--- config.mk ---
export PLATFORM = sky130hd
export DESIGN_NAME = adc_sample_averager
export DESIGN_NICKNAME = d
export VERILOG_FILES = /design/src/rtl/adc_sample_averager.sv
export SDC_FILE = /design/constraint.sdc
export NUM_CORES = 1
export LEC_CHECK = 0
export CAP_MARGIN = 40
export CORE_MARGIN = 2
export CORE_UTILIZATION = 30
export DETAILED_ROUTE_END_ITERATION = 8
export GPL_TIMING_DRIVEN = 1
export SYNTH_ARGS = -nofsm -noshare
export SYNTH_HDL_FRONTEND = slang
export SYNTH_SLANG_ARGS = --single-unit
--- constraint.sdc ---
create_clock -name clk_core -period 9.31 [get_ports clk_core]
set_clock_uncertainty 0.15 [all_clocks]
set_input_delay 1.862 -clock clk_core [delete_from_list [all_inputs] [get_ports clk_core]]
set_output_delay 1.862 -clock clk_core [all_outputs]
set_load 0.1 [all_outputs]
--- src/rtl/adc_sample_averager.sv ---
// rtl/adc_sample_averager.sv - boxcar averager of ADC sequencer packets into a 5-channel snapshot
// Collects one sample per mapped slot per packet, averages 2^LOG2_AVG full packets, pulses avg_valid.
module adc_sample_averager #(
  parameter int         DATA_W   = 12,
  parameter int         LOG2_AVG = 3,
  parameter logic [4:0] CH_ID0   = 5'h01,
  parameter logic [4:0] CH_ID1   = 5'h02,
  parameter logic [4:0] CH_ID2   = 5'h03,
  parameter logic [4:0] CH_ID3   = 5'h04,
  parameter logic [4:0] CH_ID4   = 5'h06
) (
  input  logic              clk_core,
  input  logic              reset,
  input  logic              enable,
  input  logic              in_valid,
  input  logic [4:0]        in_channel,
  input  logic [DATA_W-1:0] in_data,
  input  logic              in_startofpacket,
  input  logic              in_endofpacket,
  input  logic              error_clear,
  output logic [DATA_W-1:0] avg_ch0,
  output logic [DATA_W-1:0] avg_ch1,
  output logic [DATA_W-1:0] avg_ch2,
  output logic [DATA_W-1:0] avg_ch3,
  output logic [DATA_W-1:0] avg_ch4,
  output logic              avg_valid,
  output logic [7:0]        drop_count,
  output logic              error_sticky
);

  localparam int AW     = DATA_W + LOG2_AVG;
  localparam int SW     = AW + 1;
  localparam int CW     = LOG2_AVG + 1;
  localparam int RND_SH = (LOG2_AVG > 0) ? LOG2_AVG - 1 : 0;
  localparam logic [SW-1:0] ROUND    = (LOG2_AVG > 0) ? SW'(1 << RND_SH) : '0;
  localparam logic [CW-1:0] SEQ_LAST = CW'((1 << LOG2_AVG) - 1);

  typedef enum logic {WAIT_SOP, COLLECT} state_t;

  state_t            r_state;
  logic [4:0]        r_seen;
  logic [DATA_W-1:0] r_stage  [5];
  logic [DATA_W-1:0] r_cstage [5];
  logic              r_commit_pend;
  logic [AW-1:0]     r_acc    [5];
  logic [CW-1:0]     r_seq_cnt;
  logic [DATA_W-1:0] r_avg    [5];
  logic              r_avg_valid;
  logic [7:0]        r_drop_count;
  logic              r_error;

  logic [4:0]        w_hit;
  logic [4:0]        w_base;
  logic [4:0]        w_wr;
  logic              w_beat;
  logic              w_accept;
  logic              w_orphan;
  logic              w_restart;
  logic              w_eop;
  logic              w_full;
  logic              w_commit;
  logic              w_err;
  logic [1:0]        w_drops;
  logic [8:0]        w_drop_sum;
  logic [DATA_W-1:0] w_stage_m [5];
  logic [SW-1:0]     w_sum     [5];
  logic              w_last;

  assign w_hit = {in_channel == CH_ID4, in_channel == CH_ID3, in_channel == CH_ID2,
                  in_channel == CH_ID1, in_channel == CH_ID0};

  always_comb begin
    w_beat     = in_valid & enable;
    w_accept   = w_beat & (in_startofpacket | (r_state == COLLECT));
    w_orphan   = w_beat & ~in_startofpacket & (r_state == WAIT_SOP);
    w_restart  = w_beat & in_startofpacket & (r_state == COLLECT);
    // A sop beat always opens a fresh packet, so it never sees an earlier slot as a duplicate
    w_base     = in_startofpacket ? 5'b0 : r_seen;
    w_wr       = w_hit & ~w_base & {5{w_accept}};
    w_eop      = w_accept & in_endofpacket;
    w_full     = (w_base | w_wr) == 5'h1f;
    w_commit   = w_eop & w_full;
    w_err      = w_orphan | w_restart | (w_accept & |(w_hit & w_base));
    w_drops    = 2'(w_restart) + 2'(w_eop & ~w_full);
    w_drop_sum = {1'b0, r_drop_count} + 9'(w_drops);
    w_last     = (r_seq_cnt == SEQ_LAST);
    for (int k = 0; k < 5; k++) begin
      w_stage_m[k] = w_wr[k] ? in_data : r_stage[k];
      w_sum[k]     = {1'b0, r_acc[k]} + SW'(r_cstage[k]) + ROUND;
    end
  end

  always_ff @(posedge clk_core) begin
    if (reset) begin
      r_state       <= WAIT_SOP;
      r_seen        <= '0;
      r_commit_pend <= 1'b0;
      r_seq_cnt     <= '0;
      r_avg_valid   <= 1'b0;
      r_drop_count  <= '0;
      r_error       <= 1'b0;
      for (int k = 0; k < 5; k++) begin
        r_stage[k]  <= '0;
        r_cstage[k] <= '0;
        r_acc[k]    <= '0;
        r_avg[k]    <= '0;
      end
    end else begin
      r_avg_valid <= 1'b0;
      if (!enable) begin
        r_state       <= WAIT_SOP;
        r_seen        <= '0;
        r_commit_pend <= 1'b0;
        r_seq_cnt     <= '0;
        for (int k = 0; k < 5; k++) r_acc[k] <= '0;
      end else begin
        if (w_accept) begin
          r_seen  <= w_base | w_wr;
          r_state <= w_eop ? WAIT_SOP : COLLECT;
        end
        for (int k = 0; k < 5; k++) begin
          if (w_wr[k]) r_stage[k] <= in_data;
        end
        // Commit snapshot lets the next packet overwrite r_stage while the commit is in flight
        r_commit_pend <= w_commit;
        if (w_commit) begin
          for (int k = 0; k < 5; k++) r_cstage[k] <= w_stage_m[k];
        end
        if (r_commit_pend) begin
          if (w_last) begin
            r_seq_cnt   <= '0;
            r_avg_valid <= 1'b1;
            for (int k = 0; k < 5; k++) begin
              r_avg[k] <= DATA_W'(w_sum[k] >> LOG2_AVG);
              r_acc[k] <= '0;
            end
          end else begin
            r_seq_cnt <= r_seq_cnt + 1'b1;
            for (int k = 0; k < 5; k++) r_acc[k] <= r_acc[k] + AW'(r_cstage[k]);
          end
        end
      end
      r_drop_count <= w_drop_sum[8] ? 8'hff : w_drop_sum[7:0];
      if (w_err)            r_error <= 1'b1;
      else if (error_clear) r_error <= 1'b0;
    end
  end

  assign avg_ch0      = r_avg[0];
  assign avg_ch1      = r_avg[1];
  assign avg_ch2      = r_avg[2];
  assign avg_ch3      = r_avg[3];
  assign avg_ch4      = r_avg[4];
  assign avg_valid    = r_avg_valid;
  assign drop_count   = r_drop_count;
  assign error_sticky = r_error;

endmodule

==> results of run 1 <==
worst max-delay path, stage by stage:
cell and delay, ns:
clkdlybuf4s50_1 0.55, nand2_1 0.12, nor2_1 0.62, o21ai_0 0.20, a2111o_1 0.52, nor2b_1 0.16
ha_1 0.27, ha_1 0.15, inv_1 0.06, fa_1 0.41, or2_2 0.33, nor4b_1 0.28
nor3_1 0.08
placed cells by master, fill, tap and decap left out, drive strengths merged, types with 17 or more instances in the layout:
master,count
a21oi,63
a31oi,22
and2,20
buf,81
clkbuf,47
clkdlybuf4s50,93
dfxtp,21
edfxtp,255
fa,51
ha,129
inv,70
mux2i,73
nand2,86
nand3,17
nor2,215
nor2b,21
nor3,29
o21ai,29
xnor2,58
xor2,39
registers in the layout (all words and copies together) (netlist names):
signal	cells
error_sticky	1
r_acc	75
avg_valid	1
r_cstage	60
drop_count	8
r_state	1
r_seen	5
r_commit_pend	1
r_avg	60
r_seq_cnt	4
r_stage	60
area by class of cell:
| class | count | area share |
|---|---|---|
| sequential | 276 | 0.3876 |
| multi-input combinational | 1032 | 0.3861 |
| timing repair buffer | 174 | 0.1170 |
| clock buffer | 47 | 0.04671 |
| tap | 704 | 0.04227 |
| inverter | 69 | 0.01243 |
| clock inverter | 15 | 0.007505 |
| antenna | 3 | 0.0003603 |
final timing paths:
path | end | slack [ns] | cells after the start
setup / recovery | drop_count[6] | 3.91 | 13
hold / removal | r_seen[1] | 0.35 | 2
setup reg to reg | drop_count[6] | 5.48 | 12
hold reg to reg | r_seen[1] | 0.35 | 2
layer usage:
metal / GRT usage / share of wire / wire length [um] / vias to the layer above
met1: 0.1617 / 0.44 / 16310 / 5338
met5: 0.01039 / 0.0019 / 69 / -
met2: 0.2258 / 0.48 / 17880 / 210
li1: - / - / - / 5431
met3: 0.02968 / 0.052 / 1912 / 60
met4: 0.04053 / 0.022 / 813 / 6
power groups by stage:
stage	sequential [uW]	combinational [uW]	clock [uW]
floorplan	1510	194	0
global placement	1450	349	0
detailed placement	1450	398	0
CTS	1420	400	1390
global route	1430	432	1430
finish	1420	397	1350
cell families (layout without fill, tap and decap cells):
kind of cell	count (synthesis)	in the layout	share of synthesized area
AOI/OAI and AO/OA	219	219	0.08728
xor gates and xnor gates	97	97	0.05135
adders and majority gates	180	180	0.1593
buffers and inverters	104	305	0.02798
DFF	276	276	0.4883
muxes	73	73	0.04417
other	0	3	0
and+or+nand+nor	463	463	0.1417
metrics by stage:
step                      power [uW]  instances  area [um2]  setup WS, ns
after floorplan                 1707       1412       16540         2.892
after global placement          1797       2181       18250         3.429
after detailed placement        1847       2255       19700         3.389
after CTS                       3217       2317       20830         3.956
after global routing            3293       2317       20830         3.624
final                           3171       2320       20840         3.914
==> flow_summary.toml, run 1 <==
[routing]
post-route-drc-count = 0
ant_nets = 0
detail_route.first_pass.iterations = 5
viasPerCell = 4.761
route.final.wire_length_mm = 36.98
post_drt_wl_per_cell_um = 15.94
detailedRoute.firstIterationViolations = 543
detailroute.via_count = 11045

[synthesis]
yosysMostFrequentCell = "edfxtp_1"
top_post_synthesis_cells_by_count = "edfxtp_1, nor2_1, ha_1"
asyncSetResetFlopFracSynth = 0
mapped_area_um2 = 16540
synthDominantCellAreaShare = 0.4629
mapped_nets = 1616
ys_warn_count = 0
syn_area_per_cell_um2 = 11.72
synth.distinct_cells = 64
netlist_instances = 1412
synth.top_cells.by_area = "edfxtp_1, ha_1, fa_1"
synth-seq-cells = 276
ys_dominant_reg_cell = "edfxtp_1"
synth_edf_count = 255
synth-seq-area-share = 0.4883
synthDominantAreaCellType = "edfxtp_1"

[die]
row_count = 86
boundaryPins = 94
initial_core_util = 0.3021
die_x_extent_um = 238.8
die_area_um2 = 57040
fp.coreArea_um2 = 54770
dieHeight_um = 238.8

[clocking]
post_cts_buffers = 0
htreeDepth = 2
clock-sinks = 276
cts_buffer_depth = 3
cts-root-buf = "clkbuf_16"
numCtsBuffers = 34
cts_hold_repair.buffers = 0
clkTransAtPathRegs_ns = 0.06
worstSkewPairLatency_ns = 0.54
tritoncts = "built"
cts_repair_resize_count = 0

[final_layout]
area_delta_synth_final_pct = 25.96
multiInputGateArea_um2 = 8046
post_route_cells_drive_above_1_share = 0.1234
sequential_cell_area_um2 = 8078
num-nets-final = 1791
fillerInstances = 5173
post-route-util = 0.3805

[min_path]
hold_path.startpoint = "r_seen[1]"
worstHoldPathType = "reg -> reg"

[sta]
report.final.hold_viol_count = 0
rsz_0062_raised_after_global_routing = "false"
min_period_over_period = 0.5796
tightestPinTransition_ns = 1.021
final_critical_period_ns = 5.396
finalHoldWorstSlack_ns = 0.3504
timing.final.max_slew_violations = 0
accumulated_negative_setup_slack_ns = 0
timing.fmax_mhz = 185.3
final-setup-viol-count = 0
timing.max_slew.rel_slack = 0.3152

[worst_setup_path]
worstReg2RegStart = "r_state"
cp_data_arrival_time_ns = 5.62
critPathKind = "in -> reg"
path_max_fanout = 13
critical_path.startpoint = "enable"
critPathRequiredTime_ns = 9.54
worstSetupEndpointType = "register"
cp-start-kind = "input port"

[placement]
portBuffers = 93
place.gp.congestion = 0.8640
dp_hpwl_mm = 26.64

[pwr]
comb_power_share = 0.125
p_leak_uw = 0.008202
internal-power_uw = 2370
switching_share = 0.2526
sequentialPowerShare = 0.448
total_power_divided_by_cell_area_nw_per_um2 = 152.2
vdd.ir_drop.worst_uv = 96.37
clkPwrFrac = 0.427
power.net_switching_uw = 801.0

[global_routing]
grt_usage = 0.1310
first_global_vias = 11497
gr-total-overflow = 0
grt_max_degree = 61
grt_pass1_wl_mm = 59.55
grt_antenna_before_repair = 5

[job]
drv.max_cap_violation_count = 0

[run_status]
outcome = "completed"
Power figures use the tool's default switching activity.
==> run 2: changes to the inputs <==
Clock period 9.31 ns to 4.9 ns, I/O delays scaled along.
==> run 2 against run 1 <==
Net effect: global-route usage up 0.051 points; power up 95%; combinational power up 89%; via count down 0.17%; register-to-register slack worse by 4.1 ns; worst setup slack worse by 3.2 ns; non-clock buffer count up 10; count of clock-buffer cells in the layout down 3; critical path depth unchanged; clock power up 100%; worst hold slack worse by 0.014 ns.
==> flow_summary.toml, run 2 (synthesis gave the netlist of run 1 again) <==
[sta]
final-setup-viol-count = 0
rsz_0062_raised_after_global_routing = "false"
report.final.hold_viol_count = 0
timing.fmax_mhz = 236.7
timing.final.max_slew_violations = 0
timing.max_slew.rel_slack = 0.3877
min_period_over_period = 0.8621
tightestPinTransition_ns = 0.9159
final_critical_period_ns = 4.224
accumulated_negative_setup_slack_ns = 0

[clocking]
cts_repair_resize_count = 0
htreeDepth = 2
clkTransAtPathRegs_ns = 0.06
post_cts_buffers = 0
cts_hold_repair.buffers = 0
worstSkewPairLatency_ns = 0.54
cts-root-buf = "clkbuf_16"
cts_buffer_depth = 3
numCtsBuffers = 35
tritoncts = "built"
clock-sinks = 276

[final_layout]
layout.cell_area.non_filler_um2 = 20900
area_delta_synth_final_pct = 26.35
mostFrequentLayoutCells = "edfxtp_1, nor2_1, ha_1"
top_register = "r_acc"
flip_flop_count_of_the_largest_register_all_copies_and_words_added = 75
num-nets-final = 1802
fillerInstances = 5192
layout.cells.most_common = "edfxtp_1"
number_of_inserted_diodes = 0
post_route_cells_drive_above_1_share = 0.1318

[pwr]
total_power_divided_by_cell_area_nw_per_um2 = 296.2
vdd.ir_drop.worst_uv = 215.7
p_leak_uw = 0.008260

[global_routing]
gr-total-overflow = 0
grt_antenna_before_repair = 5
grt_usage = 0.1315
first_global_vias = 11216
grt_pass1_wl_mm = 59.49
grt_max_degree = 61

[worst_setup_path]
ff2ff_setup_slack_ns = 1.34
worst_r2r_endpoint = "drop_count[6]"
cp_data_arrival_time_ns = 4.48
depth_of_the_worst_register_to_register_path = 12
worstReg2RegStart = "r_state"
critPathRequiredTime_ns = 5.16
cp-start-kind = "input port"
critPathKind = "in -> reg"
worstSetupEndpointType = "register"
path_max_fanout = 5

[min_path]
worstHoldPathType = "reg -> reg"
hold_path.startpoint = "r_seq_cnt[3]"
min_path_cells = 2
timing.hold.worst_endpoint = "r_seq_cnt[3]"

[placement]
dp_hpwl_mm = 27.12
place.gp.congestion = 0.8622
detailed_place.area_um2 = 19660
portBuffers = 93

[die]
fp.coreArea_um2 = 54770
initial_core_util = 0.3021
dieHeight_um = 238.8
die_x_extent_um = 238.8
die_area_um2 = 57040
row_count = 86
boundaryPins = 94

[routing]
detailedRoute.firstIterationViolations = 613
detailroute.via_count = 11026
viasPerCell = 4.736
route.final.wire_length_mm = 37.24
detail_route.first_pass.iterations = 5
post_drt_wl_per_cell_um = 16.00
ant_nets = 0
post-route-drc-count = 0

[run_status]
outcome = "completed"

[job]
drv.max_cap_violation_count = 0
-- run 2: cell types whose count changed in the layout (fill, tap and decap cells not counted), sizes merged --
cell and change:
clkinv +1, buf +10, diode -3, clkbuf -3, bufinv +2, clkinvlp +1
-- run 2: worst max-delay path, cell delays in order --
cell and delay, ns:
clkdlybuf4s50_1 0.47, or4b_4 0.56, nor3_2 0.13, a21oi_1 0.07, a2111o_1 0.46, nor2b_1 0.17, ha_1 0.27, ha_1 0.16
inv_1 0.06, fa_1 0.42, or2_2 0.33, nor4b_1 0.31, nor3_1 0.09
-- run 2: final cells by class --
class | instances | area, um2 | share of cell area
Multi-Input combinational cell | 1032 | 8044 | 0.3848
Clock buffer | 44 | 993.5 | 0.04753
Clock inverter | 19 | 240.2 | 0.01149
Tap cell | 704 | 880.8 | 0.04214
Sequential cell | 276 | 8078 | 0.3864
Timing Repair Buffer | 184 | 2407 | 0.1152
Inverter | 69 | 259.0 | 0.01239
-- run 2: how the worst max path moves through the flow --
stage,start,to,slack [ns]
after floorplan,in_channel[3],r_cstage[0][0],0.63
after global placement,in_channel[3],drop_count[6],0.22
after detailed placement,in_channel[2],drop_count[6],0.12
after CTS,in_channel[2],drop_count[6],0.69
after global routing,in_channel[2],drop_count[6],0.54
final,in_channel[2],drop_count[6],0.68
-- run 2: per-stage QoR --
| step | utilization | worst slack (ns) | hold WS, ns | std cells | total power [uW] |
|---|---|---|---|---|---|
| global route | 0.3816 | 0.5399 | 0.3784 | 2328 | 6432 |
| global placement | 0.3351 | 0.2160 | 0.3146 | 2192 | 3419 |
| detailed placement | 0.3590 | 0.1233 | 0.3334 | 2264 | 3505 |
| finish | 0.3816 | 0.6759 | 0.3369 | 2328 | 6191 |
| floorplan | - | 0.6253 | 0.3037 | 1412 | 3244 |
| CTS | 0.3816 | 0.6924 | 0.3412 | 2327 | 6277 |
-- run 2: metal layers --
| metal | global-route usage | vias to the layer above | wire length (um) | share of wire |
|---|---|---|---|---|
| li1 | - | 5456 | - | - |
| met1 | 0.1685 | 5311 | 16750 | 0.45 |
| met2 | 0.2260 | 196 | 18020 | 0.48 |
| met3 | 0.02864 | 53 | 1844 | 0.050 |
| met4 | 0.03049 | 10 | 560 | 0.015 |
| met5 | 0 | - | 71 | 0.0019 |
-- run 2: report_power, final --
part	switching (uW)	internal [uW]
registers	51.0	2650
clock network	1030	1710
logic	453	296
total	1540	4650
==> run 3: changes to the inputs <==
Settings changed: CAP_MARGIN 40 to unset.
==> run 3 against run 2 <==
Net effect: sequential share of layout area is 2.9 points higher; clock power is 7% lower; register-to-register slack hardly changed; fmax hardly changed; wire length is 1.2% lower; die area stayed put; via count is 2.3% lower; non-clock buffer count is 73 lower; utilization is 2.6 points lower; critical path depth stayed put; worst setup slack hardly changed; worst hold slack better by 0.0057 ns; critical path type unchanged; largest cell class unchanged; largest power group is now registers.
==> flow_summary.toml, run 3 (synthesis gave the netlist of run 1 again) <==
[sta]
rsz_0062_raised_after_global_routing = "false"
timing.fmax_mhz = 236.7
min_period_over_period = 0.8621
final_critical_period_ns = 4.224
tightestPinTransition_ns = 1.178
accumulated_negative_setup_slack_ns = 0
timing.max_slew.rel_slack = 0.2147
final-setup-viol-count = 0
report.final.hold_viol_count = 0
timing.final.max_slew_violations = 0

[final_layout]
flip_flop_count_of_the_largest_register_all_copies_and_words_added = 75
num-nets-final = 1728
top_register = "r_acc"
mostFrequentLayoutCells = "edfxtp_1, nor2_1, ha_1"
layout.cells.most_common = "edfxtp_1"
post_route_cells_drive_above_1_share = 0.08538
area_delta_synth_final_pct = 17.66
layout.cell_area.non_filler_um2 = 19460

[clocking]
clock-sinks = 276
post_cts_buffers = 0
tritoncts = "built"
cts_repair_resize_count = 0
htreeDepth = 2
cts-root-buf = "clkbuf_16"
clkTransAtPathRegs_ns = 0.06
cts_hold_repair.buffers = 0
worstSkewPairLatency_ns = 0.53
numCtsBuffers = 34
cts_buffer_depth = 3

[worst_setup_path]
critPathRequiredTime_ns = 5.15
path_max_fanout = 5
cp_data_arrival_time_ns = 4.47
path_depth = 13
critical_path.most_common_cell = "ha_1"
worstSetupEndpointType = "register"
critPathBufInv = 2
cp-start-kind = "input port"
critPathKind = "in -> reg"
cell_with_the_biggest_individual_delay_on_the_critical_path = "or4b_4"
depth_of_the_worst_register_to_register_path = 12
cpPeakStageDelay_ns = 0.57
worstPathCellList = "clkdlybuf4s50_1 > or4b_4 > nor3_2 > a21oi_1 > a2111o_1 > nor2b_1 > ha_1 > ha_1 > inv_1 > fa_1 > or2_2 > nor4b_1 > nor3_1"
timing.critical_path.max_delay_family = "simple AND/OR/NAND/NOR gates"

[routing]
ant_nets = 0
post-route-drc-count = 0
route.final.wire_length_mm = 36.78
detailedRoute.firstIterationViolations = 659
detail_route.first_pass.iterations = 5
detailroute.via_count = 10768
post_drt_wl_per_cell_um = 16.34
viasPerCell = 4.784

[global_routing]
grt_pass1_wl_mm = 58.70
first_global_vias = 10936
grt_max_degree = 62
grt_antenna_before_repair = 5
gr-total-overflow = 0
grt_usage = 0.1298

[pwr]
total_power_divided_by_cell_area_nw_per_um2 = 304.8
p_leak_uw = 0.007578
vdd.ir_drop.worst_uv = 224.8

[die]
boundaryPins = 94
die_area_um2 = 57040
row_count = 86
dieHeight_um = 238.8
die_x_extent_um = 238.8
initial_core_util = 0.3021
fp.coreArea_um2 = 54770

[min_path]
min_path_cells = 2
worstHoldPathType = "reg -> reg"

[placement]
detailed_place.area_um2 = 18350
place.gp.congestion = 0.8622
dp_hpwl_mm = 26.64
portBuffers = 93

[job]
drv.max_cap_violation_count = 0

[run_status]
outcome = "completed"
-- run 3: metrics by stage --
stage	instances	hold WS, ns	setup WS (ns)	util	power [uW]
after floorplan	1412	0.3037	0.6253	-	3244
after detailed placement	2192	0.3329	0.1424	0.3351	3430
after global placement	2192	0.3146	0.2160	0.3351	3419
final	2251	0.3426	0.6757	0.3554	5933
after global routing	2250	0.3720	0.4412	0.3553	6166
after CTS	2250	0.3434	0.7025	0.3553	6001
-- run 3: worst paths after layout --
| path | start | endpoint | slack (ns) |
|---|---|---|---|
| setup / recovery | in_channel[2] | drop_count[6] | 0.68 |
| hold / removal | r_seq_cnt[3] | r_seq_cnt[3] | 0.34 |
| setup reg to reg | r_state | drop_count[6] | 1.33 |
| hold reg to reg | r_seq_cnt[3] | r_seq_cnt[3] | 0.34 |
-- run 3: worst register-to-register path, delay by kind of cell, from the launching register on --
family	cells	cell delay [ns]
flip-flops	1	0.39
buffers and inverters	1	0.05
adder cells (fa/ha/maj)	3	0.85
AND/OR/NAND/NOR	6	1.33
AO/OA/AOI/OAI	2	0.67
-- run 3: power breakdown --
group	switching [uW]	internal, uW	total [uW]
Clock	990	1570	2560
Combinational	438	234	672
Sequential	51.6	2650	2700
Total	1480	4450	5930
-- run 3: final cells by class --
class	count	area, um2
Clock buffer	42	902.1
Multi-Input combinational cell	1032	8044
Clock inverter	16	207.7
Inverter	69	259.0
Antenna cell	1	2.502
Timing Repair Buffer	111	1091
Tap cell	704	880.8
Sequential cell	276	8078
Fill cell	5359	35310
-- run 3: metal layers --
layer | GRT usage | vias up | share of wire
met5 | 0 | - | 0.0019
met4 | 0.03598 | 10 | 0.018
met3 | 0.02887 | 55 | 0.050
met2 | 0.2192 | 201 | 0.47
li1 | - | 5294 | -
met1 | 0.1671 | 5208 | 0.45
